## src/rtl/deser8.sv

```systemverilog
`timescale 1ns/1ps
// deser8: rebuilds an 8-bit word from a serial bit stream, LSB first, and
// hands completed words downstream through a one-entry valid/ready register.
// A partial word is discarded after TIMEOUT idle cycles (0 disables this).
// Optional feature macro DESER8_PARITY_EN: after bit 7 one more bit carrying
// even parity is expected; a mismatch still delivers the word and pulses par_err.
module deser8 #(
  parameter int TIMEOUT = 15
) (
  input  logic       clk,
  input  logic       reset,
  input  logic       din,
  input  logic       din_valid,
  output logic [2:0] idx,
  output logic [7:0] d_out,
  output logic       d_valid,
  input  logic       d_ready,
  output logic       overrun,
  output logic       timeout,
  output logic       par_err
);

  localparam int CW = (TIMEOUT > 0) ? $clog2(TIMEOUT + 1) : 1;
  // The timeout fires on the idle edge that brings the count to TIMEOUT,
  // so the stored count never exceeds TIMEOUT-1.
  localparam logic [CW-1:0] CNT_LAST = (TIMEOUT > 0) ? CW'(TIMEOUT - 1) : '0;

  typedef enum logic [1:0] {
    S_IDLE   = 2'd0,
    S_SHIFT  = 2'd1,
    S_PARITY = 2'd2
  } state_t;

  state_t          state_q, state_d;
  logic [2:0]      idx_q, idx_d;
  logic [7:0]      shift_q, shift_d, shift_wr;
  logic [CW-1:0]   cnt_q, cnt_d;
  logic [7:0]      dout_q, dout_d;
  logic            dvld_q, dvld_d;
  logic            ovr_q, ovr_d;
  logic            tmo_q, tmo_d;
  logic            tmo_hit;
  logic            word_done;
  logic [7:0]      word_val;

  assign tmo_hit = (TIMEOUT > 0) && (state_q != S_IDLE) && !din_valid && (cnt_q == CNT_LAST);

`ifdef DESER8_PARITY_EN
  logic perr_q, perr_d;
  logic par_bad;
  assign word_done = din_valid && (state_q == S_PARITY);
  assign word_val  = shift_q;
  assign par_bad   = din != (^shift_q);
  assign perr_d    = word_done && par_bad;
  assign par_err   = perr_q;
`else
  assign word_done = din_valid && (state_q == S_SHIFT) && (idx_q == 3'd7);
  assign word_val  = shift_wr;
  assign par_err   = 1'b0;
`endif

  assign idx     = idx_q;
  assign d_out   = dout_q;
  assign d_valid = dvld_q;
  assign overrun = ovr_q;
  assign timeout = tmo_q;

  // State register.
  always_ff @(posedge clk or posedge reset) begin
    if (reset) state_q <= S_IDLE;
    else       state_q <= state_d;
  end

  // Next-state: start on the first bit, finish after bit 7 (or the parity bit), abandon on timeout.
  always_comb begin
    state_d = state_q;
    case (state_q)
      S_IDLE:  if (din_valid) state_d = S_SHIFT;
      S_SHIFT: begin
        if (din_valid) begin
`ifdef DESER8_PARITY_EN
          if (idx_q == 3'd7) state_d = S_PARITY;
`else
          if (idx_q == 3'd7) state_d = S_IDLE;
`endif
        end else if (tmo_hit) begin
          state_d = S_IDLE;
        end
      end
`ifdef DESER8_PARITY_EN
      S_PARITY: if (din_valid || tmo_hit) state_d = S_IDLE;
`endif
      default: state_d = S_IDLE;
    endcase
  end

  // Shift register with the incoming bit written at the current index.
  always_comb begin
    shift_wr         = shift_q;
    shift_wr[idx_q]  = din;
  end

  // Datapath next-state: bit capture, idle counter, output register and pulses.
  always_comb begin
    idx_d   = idx_q;
    shift_d = shift_q;
    cnt_d   = cnt_q;
    dout_d  = dout_q;
    dvld_d  = dvld_q;
    ovr_d   = 1'b0;
    tmo_d   = 1'b0;

    if (din_valid && (state_q != S_PARITY)) begin
      shift_d = shift_wr;
      idx_d   = idx_q + 3'd1;
    end

    if ((state_q == S_IDLE) || din_valid) begin
      cnt_d = '0;
    end else if (tmo_hit) begin
      cnt_d   = '0;
      idx_d   = 3'd0;
      shift_d = '0;
      tmo_d   = 1'b1;
    end else if (cnt_q != CNT_LAST) begin
      cnt_d = cnt_q + CW'(1);
    end

    if (dvld_q && d_ready) dvld_d = 1'b0;

    // A completed word takes the slot if it is empty or draining now; otherwise it is lost.
    if (word_done) begin
      if (!dvld_q || d_ready) begin
        dout_d = word_val;
        dvld_d = 1'b1;
      end else begin
        ovr_d = 1'b1;
      end
    end
  end

  // Datapath registers.
  always_ff @(posedge clk or posedge reset) begin
    if (reset) begin
      idx_q   <= 3'd0;
      shift_q <= 8'h00;
      cnt_q   <= '0;
      dout_q  <= 8'h00;
      dvld_q  <= 1'b0;
      ovr_q   <= 1'b0;
      tmo_q   <= 1'b0;
`ifdef DESER8_PARITY_EN
      perr_q  <= 1'b0;
`endif
    end else begin
      idx_q   <= idx_d;
      shift_q <= shift_d;
      cnt_q   <= cnt_d;
      dout_q  <= dout_d;
      dvld_q  <= dvld_d;
      ovr_q   <= ovr_d;
      tmo_q   <= tmo_d;
`ifdef DESER8_PARITY_EN
      perr_q  <= perr_d;
`endif
    end
  end

endmodule
```

## config.mk

```make
export PLATFORM = sky130hd
export DESIGN_NAME = deser8
export DESIGN_NICKNAME = d
export VERILOG_FILES = /design/src/rtl/deser8.sv
export SDC_FILE = /design/constraint.sdc
export NUM_CORES = 1
export LEC_CHECK = 0
export ABC_AREA = 1
export BUFFER_PORTS_ARGS = -buffer_cell sky130_fd_sc_hd__clkbuf_2
export CORE_MARGIN = 1
export CORE_UTILIZATION = 55
export DETAILED_ROUTE_END_ITERATION = 7
export GPL_TIMING_DRIVEN = 0
export PLACE_DENSITY_LB_ADDON = 0.12
export SYNTH_ARGS = -nofsm -noshare
export SYNTH_HDL_FRONTEND = slang
export SYNTH_SLANG_ARGS = --single-unit
```

## constraint.sdc

```tcl
create_clock -name clk -period 4.1 [get_ports clk]
set_clock_uncertainty 0.2 [all_clocks]
set_input_delay 0.205 -clock clk [delete_from_list [all_inputs] [get_ports clk]]
set_output_delay 0.205 -clock clk [all_outputs]
set_load 0.02 [all_outputs]
```

==> flow_metrics.env <==
export IMPL_report_power_total_uw=920
export IMPL_die_height_microns=51.9
export IMPL_syn_nets=185
export IMPL_remaining_global_route_overflow=0
export IMPL_drt_pre_antenna_iters=4
export IMPL_fmaxAchievable_ghz=0.643
export IMPL_timing_rr_end="d_out[2]$_DFFE_PP0P_"
export IMPL_finalMaxSlewViolations=0
export IMPL_crit_type="reg -> reg"
export IMPL_grt_antenna_before_repair=0
export IMPL_routabilityCongestion=0.824
export IMPL_synth_area_per_cell_sq_um=7.79
export IMPL_synth_cell_type_count=20
export IMPL_nature_of_the_critical_path_startpoint="flop"
export IMPL_cp_required_ns=4.13
export IMPL_grt_pass1_wl_microns=4380
export IMPL_finalSetupTns_ns=0
export IMPL_hold_viol=0
export IMPL_end_kind="flop"
export IMPL_antenna_cells=0
export IMPL_grt_max_degree=28
export IMPL_floorplan_rows=17
export IMPL_class_of_the_tightest_hold_or_removal_check="in -> reg"
export IMPL_cts_buffer_depth=2
export IMPL_avgViaCountPerCell=5.06
export IMPL_area_growth_syn_to_layout_pct=12.1
export IMPL_max_cap_viols=0
export IMPL_fillerInstances=204
export IMPL_rsz0062_at_grt="no"
export IMPL_port_buffers=17
export IMPL_slew_headroom_pct=35.6
export IMPL_netlist_area_before_placement_sq_um=1370
export IMPL_pwr_density_cell_nw_per_um2=598
export IMPL_fin_nets=209
export IMPL_drive_above_1_share_pct=18.6
export IMPL_setup_violations_final=0
export IMPL_start_point_of_the_critical_path="idx[0]$_DFF_PP0_"
export IMPL_sequential_cell_area_sq_um=676
export IMPL_clkSlewWorstSetupHoldPaths_ns=0.13
export IMPL_worstRegToRegCells=7
export IMPL_wire_per_inst_microns=11.0
export IMPL_static_leakage_power_nw=0.841
export IMPL_share_of_the_clock_period_used_by_the_worst_path_after_layout_pct=37.9
export IMPL_ys_seq_area_share_pct=49.3
export IMPL_initial_utilization_pct=60.3
export IMPL_drc=0
export IMPL_die_x_microns=51.9
export IMPL_multiInputGateArea_sq_um=578
export IMPL_root_buffer_selected_by_cts="clkbuf_4"
export IMPL_timing_critical_path_arrival_ns=1.58
export IMPL_clock_latency_ns=0.32
export IMPL_synth_seq_cells=27
export IMPL_outcome="complete, no violations"
export IMPL_period_minus_slack_ns=1.55
export IMPL_grt_pass1_vias=1003
export IMPL_vdd_ir_drop_worst_v=0.000343
export IMPL_drtIter0Drc=19
export IMPL_via_count=1148
export IMPL_path_max_fanout=9
export IMPL_grtUsageTotal_pct=22.4
export IMPL_core_area_sq_um=2280
export IMPL_worst_r2r_startpoint="idx[0]$_DFF_PP0_"
export IMPL_tritoncts_clock_tree="yes"
export IMPL_postRouteAntennaNets=0
export IMPL_tightest_slew_ns=0.964
export IMPL_cts_num_sinks=27
export IMPL_h_tree_levels=1
export IMPL_synth_yosys_warnings=0
export IMPL_synth_cells=176
export IMPL_rrSetupSlack_ns=2.55
export IMPL_postRouteWirelength_microns=2490
export IMPL_dp_hpwl_microns=1810
export IMPL_post_cts_setup_buffers=0
export IMPL_io_pins=20
export IMPL_tritoncts_num_buffers=3
export IMPL_cp_endpoint="d_out[2]$_DFFE_PP0P_"
export IMPL_design_die_area_sq_um=2700
-- through the flow --
stage | hold slack, ns | instances | area (sq um) | setup WS [ns] | util (%)
2_1_floorplan | 0.0577 | 176 | 1370 | 2.53 | -
3_3_place_gp | 0.262 | 221 | 1490 | 2.57 | 65.5
3_5_place_dp | 0.264 | 221 | 1490 | 2.55 | 65.5
4_1_cts | 0.0434 | 227 | 1540 | 2.53 | 67.6
5_1_grt | 0.0480 | 227 | 1540 | 2.41 | 67.6
6_report | 0.0393 | 227 | 1540 | 2.55 | 67.6
-- critical path, stage by stage, from the launching register on --
cell	delay, ns
dfrtp_1	0.39
ha_1	0.15
ha_1	0.17
nand3_2	0.16
nor2_8	0.19
inv_4	0.08
nand2_1	0.06
nand2_1	0.05
-- Yosys cell counts --
cell type	count	area share, %
nor2_8	1	1.5
xnor2_1	1	0.64
conb_1	1	0.27
clkbuf_1	1	0.27
nand3_2	1	0.73
inv_2	4	1.1
nor2_2	3	1.4
dfrtp_1	27	49
nand2_1	58	16
nand3_1	19	6.9
a21oi_1	3	1.1
nand4_1	6	2.7
buf_2	5	1.8
inv_4	1	0.46
ha_1	4	3.6
nor2_1	25	6.8
buf_6	1	0.82
nor3b_1	1	0.55
buf_4	1	0.55
inv_1	13	3.6
-- kinds of logic (layout without fill, tap and decap cells) --
logic type / Yosys count / after routing / share of synthesized area, %
buffers and inverters: 26 / 49 / 8.58
adders and majority gates: 4 / 4 / 3.65
AOI/OAI and AO/OA: 3 / 3 / 1.09
xor gates and xnor gates: 1 / 1 / 0.639
and+or+nand+nor: 114 / 114 / 36.5
DFF: 27 / 27 / 49.3
other: 1 / 1 / 0.273
-- state kept, by name (all words and copies together) (netlist names) --
| register | cells |
|---|---|
| d_out | 8 |
| shift_q | 8 |
| state_q | 1 |
| timeout | 1 |
| cnt_q | 4 |
| d_valid | 1 |
| idx | 3 |
| overrun | 1 |
-- cell usage in the layout (no fill, tap or decap), types with 2 or more instances in the layout --
cell | synthesis | final
dlygate4sd3_1 | 0 | 2
nand4_1 | 6 | 6
nor2_1 | 25 | 25
clkbuf_1 | 1 | 2
nand3_1 | 19 | 19
inv_1 | 13 | 13
inv_2 | 4 | 4
ha_1 | 4 | 4
buf_2 | 5 | 5
nand2_1 | 58 | 58
nor2_2 | 3 | 3
clkbuf_2 | 0 | 17
dfrtp_1 | 27 | 27
a21oi_1 | 3 | 3
clkbuf_4 | 0 | 3
-- cell type report --
cell class | count | area share (%)
Inverter | 18 | 4.56
Tap cell | 28 | 2.28
Multi-Input combinational cell | 123 | 37.6
Timing Repair Buffer | 19 | 6.83
Sequential cell | 27 | 43.9
Clock buffer | 4 | 1.71
Buffer | 8 | 3.09
-- metal layers --
layer	part of all wire (%)	global-route usage, %	wire length (microns)
met3	4.5	2.63	111
met4	1.4	8.11	34
met2	45	35.0	1130
met5	0	0	0
met1	49	31.9	1220
-- worst min-delay path by stage --
stage / from / to / cells past startpoint
CTS: din_valid / idx[0]$_DFF_PP0_ / 4
global placement: d_out[3]$_DFFE_PP0P_ / d_out[3]$_DFFE_PP0P_ / 2
global route: din_valid / idx[0]$_DFF_PP0_ / 4
detailed placement: d_out[5]$_DFFE_PP0P_ / d_out[5]$_DFFE_PP0P_ / 2
finish: din_valid / idx[0]$_DFF_PP0_ / 4
floorplan: reset / cnt_q[0]$_DFFE_PP0P_ / 1
-- power breakdown --
group / total (mW) / switching [mW] / leakage, nW / internal [mW]
clock: 0.114 / 0.0758 / 0.0150 / 0.0381
sequential: 0.405 / 0.0508 / 0.330 / 0.354
combinational: 0.401 / 0.265 / 0.496 / 0.136
total: 0.920 / 0.392 / 0.841 / 0.528
-- timing repair --
action	4_1_cts	5_1_grt
endpoints found under the hold margin	29	0
hold buffers	2	0
resized for setup	0	0
Power figures use the tool's default switching activity.
